[src/rtl/core_pkg.sv]
// Shared fetch-path types and constants: XLEN, the NOP encoding presented
// while the instruction queue is empty, and the queue entry layout.
package core_pkg;

  localparam int XLEN = 32;
  localparam logic [XLEN-1:0] INST_NOP = 32'h0000_0013;

  typedef struct packed {
    logic [XLEN-1:0] inst;
    logic [XLEN-1:0] pc;
  } fetch_entry_t;

endpackage

[src/rtl/fetch_queue.sv]
// Synchronous in-order FIFO with flush. It holds fetched {inst, pc} entries and,
// with T set to a bare PC, also serves as the request tag FIFO.
module fetch_queue
  import core_pkg::*;
#(
  parameter int  DEPTH = 4,
  parameter type T     = fetch_entry_t,
  localparam int CW    = $clog2(DEPTH + 1)
) (
  input  logic          clk,
  input  logic          rst,
  input  logic          push,
  input  T              push_data,
  input  logic          pop,
  input  logic          flush,
  output T              head,
  output logic [CW-1:0] count,
  output logic          full,
  output logic          empty
);

  localparam int PW = (DEPTH > 1) ? $clog2(DEPTH) : 1;

  T              mem [DEPTH];
  logic [PW-1:0] rd_ptr_q, rd_ptr_d;
  logic [PW-1:0] wr_ptr_q, wr_ptr_d;
  logic [CW-1:0] count_q, count_d;
  logic          do_push, do_pop;

  // Explicit wrap, so DEPTH does not have to be a power of two.
  function automatic logic [PW-1:0] ptr_inc(input logic [PW-1:0] p);
    return (p == PW'(DEPTH - 1)) ? '0 : p + PW'(1);
  endfunction

  assign full  = (count_q == CW'(DEPTH));
  assign empty = (count_q == '0);
  assign count = count_q;
  assign head  = mem[rd_ptr_q];

  always_comb begin
    // NOTE: every always_comb output gets a default first, so no path can infer a latch.
    rd_ptr_d = rd_ptr_q;
    wr_ptr_d = wr_ptr_q;
    count_d  = count_q;
    do_push  = push && !full;
    do_pop   = pop && !empty;
    if (flush) begin
      rd_ptr_d = '0;
      wr_ptr_d = '0;
      count_d  = '0;
    end else begin
      if (do_pop)  rd_ptr_d = ptr_inc(rd_ptr_q);
      if (do_push) wr_ptr_d = ptr_inc(wr_ptr_q);
      count_d = count_q + CW'(do_push) - CW'(do_pop);
    end
  end

  // NOTE: sequential state updates use non-blocking assignments only.
  always_ff @(posedge clk) begin
    if (rst) begin
      rd_ptr_q <= '0;
      wr_ptr_q <= '0;
      count_q  <= '0;
    end else begin
      rd_ptr_q <= rd_ptr_d;
      wr_ptr_q <= wr_ptr_d;
      count_q  <= count_d;
    end
  end

  // NOTE: storage is deliberately not reset; count_q alone decides which slots are valid.
  always_ff @(posedge clk) begin
    if (do_push && !flush) mem[wr_ptr_q] <= push_data;
  end

endmodule

[src/rtl/fetch_unit.sv]
// Instruction fetch stage: PC, credit-limited imem requests, in-order queue to the
// decoder. Define FETCH_PERF_CNT_EN to add the perf_fetched/perf_stall counters.
module fetch_unit
  import core_pkg::*;
#(
  parameter logic [XLEN-1:0] RESET_PC = 32'h0000_0000,
  parameter int              QDEPTH   = 4,
  parameter int              MAX_OUT  = 2
) (
  input  logic            clk,
  input  logic            rst,
  output logic            imem_req_valid,
  input  logic            imem_req_ready,
  output logic [XLEN-1:0] imem_addr,
  input  logic            imem_rsp_valid,
  input  logic [XLEN-1:0] imem_rsp_data,
  input  logic            redirect_valid,
  input  logic [XLEN-1:0] redirect_pc,
  output logic [XLEN-1:0] inst,
  output logic [XLEN-1:0] inst_pc,
  output logic            inst_valid,
  input  logic            nxt
`ifdef FETCH_PERF_CNT_EN
  ,
  output logic [XLEN-1:0] perf_fetched,
  output logic [XLEN-1:0] perf_stall
`endif
);

  localparam int QCW = $clog2(QDEPTH + 1);
  localparam int OCW = $clog2(MAX_OUT + 1);

  logic [XLEN-1:0] pc_q, pc_d;
  logic [XLEN-1:0] disc_q, disc_d;

  fetch_entry_t    q_head, q_push_data;
  logic            q_push, q_pop, q_full, q_empty;
  logic [QCW-1:0]  q_count;

  logic [XLEN-1:0] tag_head;
  logic            tag_push, tag_pop, tag_full, tag_empty;
  logic [OCW-1:0]  out_cnt;

  logic            credit_ok, req_accept, rsp_drop, rsp_live;

  // Outstanding count is the tag FIFO occupancy: one tag per accepted, unanswered request.
  always_comb begin
    credit_ok      = (32'(q_count) + 32'(out_cnt)) < 32'(QDEPTH);
    imem_req_valid = !rst && !redirect_valid && credit_ok && !tag_full;
    req_accept     = imem_req_valid && imem_req_ready;
    rsp_drop       = imem_rsp_valid && (disc_q != '0);
    rsp_live       = imem_rsp_valid && (disc_q == '0) && !tag_empty;

    inst_valid  = !rst && !q_empty;
    q_pop       = inst_valid && nxt && !redirect_valid;
    q_push      = rsp_live && !redirect_valid && !q_full;
    q_push_data = '{inst: imem_rsp_data, pc: tag_head};
    tag_push    = req_accept;
    tag_pop     = rsp_live && !redirect_valid;

    pc_d   = pc_q;
    disc_d = disc_q;
    if (redirect_valid) begin
      // Everything still in flight becomes junk, minus a response consumed this cycle.
      pc_d   = redirect_pc & ~32'h3;
      disc_d = disc_q + 32'(out_cnt) - 32'(rsp_drop || rsp_live);
    end else begin
      if (req_accept) pc_d = pc_q + 32'd4;
      if (rsp_drop)   disc_d = disc_q - 32'd1;
    end

    imem_addr = pc_q;
    inst      = inst_valid ? q_head.inst : INST_NOP;
    inst_pc   = inst_valid ? q_head.pc : '0;
  end

  always_ff @(posedge clk) begin
    if (rst) begin
      pc_q   <= RESET_PC;
      disc_q <= '0;
    end else begin
      pc_q   <= pc_d;
      disc_q <= disc_d;
    end
  end

  fetch_queue #(.DEPTH(QDEPTH), .T(fetch_entry_t)) u_inst_q (
    .clk       (clk),
    .rst       (rst),
    .push      (q_push),
    .push_data (q_push_data),
    .pop       (q_pop),
    .flush     (redirect_valid),
    .head      (q_head),
    .count     (q_count),
    .full      (q_full),
    .empty     (q_empty)
  );

  fetch_queue #(.DEPTH(MAX_OUT), .T(logic [XLEN-1:0])) u_tag_q (
    .clk       (clk),
    .rst       (rst),
    .push      (tag_push),
    .push_data (pc_q),
    .pop       (tag_pop),
    .flush     (redirect_valid),
    .head      (tag_head),
    .count     (out_cnt),
    .full      (tag_full),
    .empty     (tag_empty)
  );

  // A response with nothing outstanding and nothing to discard is a memory protocol error.
  always_ff @(posedge clk) begin
    if (!rst && imem_rsp_valid) assert (disc_q != '0 || !tag_empty);
  end

`ifdef FETCH_PERF_CNT_EN
  logic [XLEN-1:0] perf_fetched_q, perf_fetched_d;
  logic [XLEN-1:0] perf_stall_q, perf_stall_d;

  always_comb begin
    perf_fetched_d = perf_fetched_q;
    perf_stall_d   = perf_stall_q;
    if (q_push && perf_fetched_q != '1)              perf_fetched_d = perf_fetched_q + 32'd1;
    if (!inst_valid && !rst && perf_stall_q != '1)   perf_stall_d   = perf_stall_q + 32'd1;
  end

  always_ff @(posedge clk) begin
    if (rst) begin
      perf_fetched_q <= '0;
      perf_stall_q   <= '0;
    end else begin
      perf_fetched_q <= perf_fetched_d;
      perf_stall_q   <= perf_stall_d;
    end
  end

  assign perf_fetched = perf_fetched_q;
  assign perf_stall   = perf_stall_q;
`endif

endmodule
[config.mk]
export PLATFORM = sky130hd
export DESIGN_NAME = fetch_unit
export DESIGN_NICKNAME = d
export VERILOG_FILES = /design/src/rtl/core_pkg.sv /design/src/rtl/fetch_queue.sv /design/src/rtl/fetch_unit.sv
export SDC_FILE = /design/constraint.sdc
export NUM_CORES = 1
export LEC_CHECK = 0
export ABC_AREA = 1
export CAP_MARGIN = 20
export CORE_UTILIZATION = 59
export DETAILED_ROUTE_END_ITERATION = 12
export GPL_ROUTABILITY_DRIVEN = 0
export HOLD_SLACK_MARGIN = 0.12
export PLACE_DENSITY_LB_ADDON = 0.05
export SLEW_MARGIN = 20
export SYNTH_ARGS = -nofsm -noshare
export SYNTH_HDL_FRONTEND = slang
export SYNTH_SLANG_ARGS = --single-unit
[constraint.sdc]
create_clock -name clk -period 5.6 [get_ports clk]
set_clock_uncertainty 0.1 [all_clocks]
set_input_delay 1.68 -clock clk [delete_from_list [all_inputs] [get_ports clk]]
set_output_delay 1.68 -clock clk [all_outputs]
set_load 0.02 [all_outputs]
==> run_results.csv, run 1 <==
group,metric,value,unit
outcome,status,"finished clean",
global_route,grt_max_degree,89,
clocking,ctsResizeCount,0,
clocking,cts_buffer_depth,3,
timing,layout_worst_path_cycle_share,94.8,%
finish,final_layout_size_suffix_gt1_share,7.23,%
yosys,synth_top_family_by_area,"simple AND/OR/NAND/NOR gates",
yosys,synthSimpleGateAreaFrac,18.8,%
yosys,synth-seq-cells,384,
yosys,yosysMostFrequentCell,"nor2_1",
worst_setup_path,cp-end-kind,"primary output",
detailed_routing,drt-initial-drc-count,1436,
yosys,synth_top_area_share,46.8,%
detailed_routing,vias,15600,
timing,timing.slew.headroom,32.6,%
yosys,synth-edff-count,308,
detailed_routing,drtAntennaViolNets,0,
detailed_routing,top_layer,"met4",
detailed_routing,viasPerCell,5.54,
detailed_routing,first_pass_iters,5,
detailed_routing,wl_met2,22500,um
floorplanning,initial_core_util,60.3,%
floorplanning,die_h,185,um
worst_setup_path,critical_path_class,"input port to primary output",
placement,place_inst,2736,
worst_setup_path,worst-path-max-fanout,8,
timing,rsz0062_at_grt,"false",
worst_setup_path,startpoint_type,"input port",
worst_setup_path,required,3.82,ns
yosys,async_reset_ff_share,0,%
clocking,insertion_delay,0.54,ns
yosys,synth_cell_types,51,
floorplanning,die_w,185,um
global_route,grt-ovfl-total,0,
global_route,antenna_found_initial,1,
detailed_routing,wire_per_inst,17.6,um
yosys,synthAdderAreaFrac,5.77,%
clocking,cts_post_setup_buffers_inserted,0,
global_route,grt_use_total,29.3,%
finish,area_growth,17.0,%
power_and_ir_drop,p_leak,9.13,nW
job,drv_cap,0,
min_path,hold_class,"flip-flop to flip-flop",
placement,post-place-ws,0.309,ns
clocking,cts_hold_buffers,0,
min_path,min-delay-start,"u_tag_q.rd_ptr_q$_SDFFE_PP0P_",
placement,hpwl,33000,um
detailed_routing,wirelength,49300,um
clocking,cts_tree,"yes",
yosys,ys.flop_type,"edfxtp_1",
yosys,avgSynthCellArea,9.04,um^2
placement,io_buffers,161,
yosys,yosys_warnings,0,
yosys,muxShareOfSynthArea,1.71,%
detailed_routing,wl_met3,3340,um
clocking,cts_made_buffers,39,
timing,setup_ws,0.289,ns
timing,fin_tns_setup,0,ns
yosys,netlist_top_cells_area,"edfxtp_1, dfxtp_1, nor2_1, nand2_1, ha_1",
yosys,netlist_area,19800,um^2
yosys,ys_seq_area_share,54.5,%
clocking,cts-root-buf,"clkbuf_16",
detailed_routing,wirelength_met1,21900,um
worst_setup_path,r2r_start,"disc_q[18]$_SDFFE_PP0P_",
yosys,synth_common_cells,"nor2_1, nand2_1, edfxtp_1, inv_1, o21ai_0",
global_route,grt_pass1_vias,14800,
floorplanning,dieArea,34300,um^2
power_and_ir_drop,p_per_area,370,nW/um^2
worst_setup_path,cp.arrival,3.53,ns
yosys,synth_compound_area_share,10.9,%
timing,setup_viol,0,
clocking,htree_levels,2,
clocking,clk_pin_slew,0.06,ns
timing,tightest_slew,1.01,ns
yosys,yosys.area.top_type,"edfxtp_1",
worst_setup_path,cp-startpoint,"rst",
yosys,syn_inst,2188,
global_route,grt_pass1_wl,77600,um
floorplanning,core_area,32800,um^2
power_and_ir_drop,ir_worst_vdd,425,uV
timing,fin_crit,5.31,ns
floorplanning,io_pins,168,
finish,num-nets-final,2495,
floorplanning,rows,66,
timing,slew_viol_final,0,
clocking,clock-sinks,384,
timing,whs,0.379,ns
timing,finalHoldViolCount,0,
finish,fill_cells,2479,
timing,fmax,188,MHz
yosys,synth_xor_area_share,1.68,%
finish,stdcell_count,2808,
detailed_routing,drc,0,
## metal layers
metal  up-vias  track usage (%)
met5         -                0
met4         0             10.3
met3       102             3.78
met2       545             47.3
met1      7337             40.8
li1       7571                -
## final timing paths
path	endpoint	slack [ns]	cells after the start
min reg2reg	flip-flop	0.38	2
max reg2reg	disc_q[30]$_SDFFE_PP0P_	1.75	24
min	flip-flop	0.38	2
max	inst[0]	0.29	6
## metrics by stage
step	utilization [%]	total power [W]	instance area (um^2)
after global routing	70.6	0.00905	23100
after global placement	66.7	0.00592	21900
after floorplan	-	0.00526	19800
after CTS	70.6	0.00854	23100
final	70.6	0.00856	23100
after detailed placement	66.7	0.00598	21900
## cell families after synthesis
group,count (synthesis)
fa+ha+maj,90
other cells,1
compound gates,405
flops,384
simple gates,905
buf+inv,335
xor+xnor,38
mux,30
## cells in the final DEF (no fill, tap or decap), drive strengths merged, types with 2 or more instances in the layout
cell and n:
nor2 391, nand2 377, edfxtp 308, inv 256
o21ai 212, clkdlybuf4s50 160, a21oi 148, ha 88
nand3 81, dfxtp 76, clkbuf 51, mux2 30
xor2 30, nor3 28, buf 23, a31oi 17
nand4 17, clkinv 13, xnor2 8, o21bai 7
o211ai 4, nand3b 4, conb 4, clkinvlp 4
or2 4, o311ai 3, a211oi 3, a21boi 3
o31ai 2, fa 2, bufinv 2
## worst max-delay path, cell delays in order
cell	delay (ns)
clkdlybuf4s50_1	0.44
inv_2	0.22
nand2_2	0.13
inv_1	0.21
o311ai_0	0.24
clkdlybuf4s50_1	0.61
## sequential cells by signal, indices dropped and copies added, names as in the netlist, 2 cells and up, named ones only
register and flops:
imem_addr 30, u_inst_q.mem 248, u_inst_q.wr_ptr_q 2, u_tag_q.count 2
disc_q 32, u_inst_q.count 3, u_tag_q.mem 60, u_inst_q.rd_ptr_q 2
## area by class of cell
cell class | count | area (um^2) | area share, %
clock buffer | 51 | 1080 | 4.67
sequential | 384 | 10800 | 46.6
clock inverter | 20 | 198 | 0.854
antenna | 1 | 2.50 | 0.0108
inverter | 255 | 960 | 4.15
tap | 442 | 553 | 2.39
multi-input combinational | 1472 | 7740 | 33.4
timing repair buffer | 183 | 1830 | 7.93
## power breakdown
part / switching [W] / total (W) / internal (W)
clock: 0.00110 / 0.00256 / 0.00147
combinational: 0.00183 / 0.00273 / 0.000902
sequential: 0.000107 / 0.00327 / 0.00316
total: 0.00303 / 0.00856 / 0.00553
No activity file was read; power rests on OpenSTA's default activity.
==> inputs of run 2 (changes only) <==
--- a/config.mk
+++ b/config.mk
@@ -5,9 +5,8 @@
 export SDC_FILE = /design/constraint.sdc
 export NUM_CORES = 1
 export LEC_CHECK = 0
-export ABC_AREA = 1
 export CAP_MARGIN = 20
-export CORE_UTILIZATION = 59
+export CORE_UTILIZATION = 55
 export DETAILED_ROUTE_END_ITERATION = 12
 export GPL_ROUTABILITY_DRIVEN = 0
 export HOLD_SLACK_MARGIN = 0.12
==> run_results.csv, run 2 <==
group,metric,value,unit
finish,final_common_cell,"edfxtp_1",
clocking,ctsResizeCount,0,
clocking,clk_pin_slew,0.06,ns
timing,setup_viol,0,
min_path,hold_class,"flip-flop to flip-flop",
finish,largest_reg_flops,248,
clocking,cts_hold_buffers,0,
detailed_routing,wirelength,40200,um
clocking,cts_made_buffers,39,
job,drv_cap,0,
placement,post-place-ws,0.212,ns
outcome,status,"finished clean",
clocking,insertion_delay,0.53,ns
power_and_ir_drop,ir_worst_vdd,345,uV
detailed_routing,drtAntennaViolNets,0,
worst_setup_path,critical_path_class,"input port to primary output",
floorplanning,dieArea,33800,um^2
floorplanning,rows,66,
timing,finalHoldViolCount,0,
finish,num-nets-final,1699,
clocking,cts_tree,"yes",
floorplanning,initial_core_util,55.9,%
yosys,synth-edff-count,308,
global_route,grt-ovfl-total,0,
global_route,grt_use_total,24.3,%
finish,mostFrequentLayoutCells,"edfxtp_1, clkdlybuf4s50_1, nor2_1, ha_1, inv_1",
finish,area_growth,19.7,%
floorplanning,core_area,32500,um^2
timing,fin_tns_setup,0,ns
yosys,netlist_top_cells_area,"edfxtp_1, dfxtp_1, mux4_2, ha_1, xnor2_1",
timing,layout_worst_path_cycle_share,90.0,%
yosys,yosysMostFrequentCell,"edfxtp_1",
power_and_ir_drop,clock_power_share,30.4,%
yosys,yosys_warnings,0,
finish,top_register,"u_inst_q.mem",
yosys,yosys.area.top_type,"edfxtp_1",
global_route,antenna_found_initial,0,
floorplanning,die_w,184,um
detailed_routing,viasPerCell,5.79,
global_route,grt_pass1_vias,11500,
yosys,synth_cell_types,73,
yosys,syn_inst,1365,
worst_setup_path,cp-startpoint,"rst",
clocking,clock-sinks,384,
yosys,async_reset_ff_share,0,%
timing,fmax,198,MHz
power_and_ir_drop,switching_share,32.5,%
detailed_routing,first_pass_iters,7,
detailed_routing,drt-initial-drc-count,885,
placement,hpwl,27000,um
placement,io_buffers,161,
timing,setup_ws,0.561,ns
power_and_ir_drop,combPwrFrac,32.2,%
timing,rsz0062_at_grt,"false",
floorplanning,die_h,184,um
power_and_ir_drop,power.internal,0.00595,W
power_and_ir_drop,p_per_area,405,nW/um^2
timing,fin_crit,5.04,ns
yosys,synth_common_cells,"edfxtp_1, nor2_1, ha_1, inv_1, dfxtp_1",
power_and_ir_drop,switchingPower,0.00286,W
finish,n_antenna_cell,0,
yosys,netlist_area,18200,um^2
clocking,cts-root-buf,"clkbuf_16",
worst_setup_path,worst-path-max-fanout,50,
global_route,grt_pass1_wl,63000,um
clocking,htree_levels,2,
min_path,min-delay-start,"u_inst_q.rd_ptr_q[1]$_SDFFE_PP0P_",
timing,tightest_slew,0.833,ns
worst_setup_path,startpoint_type,"input port",
detailed_routing,vias,11700,
timing,slew_viol_final,0,
power_and_ir_drop,p_leak,7.46,nW
yosys,ys.flop_type,"edfxtp_1",
yosys,ys_seq_area_share,59.2,%
clocking,cts_post_setup_buffers_inserted,0,
worst_setup_path,required,3.82,ns
yosys,avgSynthCellArea,13.3,um^2
yosys,synth_top_area_share,50.9,%
clocking,cts_buffer_depth,3,
detailed_routing,drc,0,
worst_setup_path,r2r_start,"disc_q[22]$_SDFFE_PP0P_",
detailed_routing,wire_per_inst,20.0,um
worst_setup_path,cp.arrival,3.26,ns
yosys,synth-seq-cells,384,
global_route,grt_max_degree,62,
floorplanning,io_pins,168,
finish,top_regs,"u_inst_q.mem (248), u_tag_q.mem (60), disc_q (32)",
finish,final_layout_size_suffix_gt1_share,13.7,%
worst_setup_path,cp-end-kind,"primary output",
power_and_ir_drop,seqPwrFrac,37.4,%
timing,timing.slew.headroom,44.3,%
## run 2: kinds of logic after synthesis
kind of cell | Yosys count | share of synthesized area [%]
AOI/OAI and AO/OA | 229 | 8.62
xor gates and xnor gates | 58 | 2.79
adders and majority gates | 90 | 6.28
buffers and inverters | 142 | 3.06
DFF | 384 | 59.2
muxes | 101 | 10.1
other | 1 | 0.0206
and+or+nand+nor | 360 | 9.94
## run 2: critical path, stage by stage
cell and delay [ns]:
buf_2 0.18, nor2_4 0.31, buf_12 0.24, and2_1 0.18
clkdlybuf4s50_1 0.60
## run 2: area by class of cell
| type | count | area, um^2 |
|---|---|---|
| multi-input combinational | 842 | 6880 |
| tap | 442 | 553 |
| sequential | 384 | 10800 |
| clock inverter | 20 | 260 |
| timing repair buffer | 188 | 1880 |
| inverter | 84 | 315 |
| fill | 2397 | 10800 |
| clock buffer | 52 | 1100 |
## run 2: metal layers
| metal | up-vias | wire length, um | global-route usage [%] |
|---|---|---|---|
| met4 | 0 | 1050 | 8.33 |
| met3 | 68 | 2310 | 3.98 |
| met5 | - | 0 | 0 |
| met1 | 5773 | 17900 | 33.6 |
| li1 | 5462 | - | - |
| met2 | 350 | 19000 | 39.3 |
## run 2: stage by stage
| step | utilization, % | instance area, um^2 | hold slack, ns | cells | total power, W |
|---|---|---|---|---|---|
| 2_1_floorplan | - | 18200 | 0.363 | 1368 | 0.00547 |
| 3_3_place_gp | 62.7 | 20400 | 0.367 | 1940 | 0.00611 |
| 3_5_place_dp | 62.7 | 20400 | 0.409 | 1940 | 0.00613 |
| 4_1_cts | 66.9 | 21800 | 0.424 | 2012 | 0.00883 |
| 5_1_grt | 66.9 | 21800 | 0.444 | 2012 | 0.00930 |
| 6_report | 66.9 | 21800 | 0.425 | 2012 | 0.00881 |
## run 2: final timing paths
check	slack (ns)	depth (start not counted)	end
setup / recovery	0.56	5	inst_pc[24]
hold / removal	0.42	2	flip-flop
setup reg to reg	0.91	19	disc_q[28]$_SDFFE_PP0P_
hold reg to reg	0.42	2	flip-flop
## run 2: power groups by stage
stage          Combinational [W]  Clock, W  Sequential [W]
2_1_floorplan            0.00213         0         0.00334
3_3_place_gp             0.00276         0         0.00335
3_5_place_dp             0.00278         0         0.00336
4_1_cts                  0.00281   0.00273         0.00330
5_1_grt                  0.00315   0.00283         0.00331
6_report                 0.00283   0.00268         0.00330
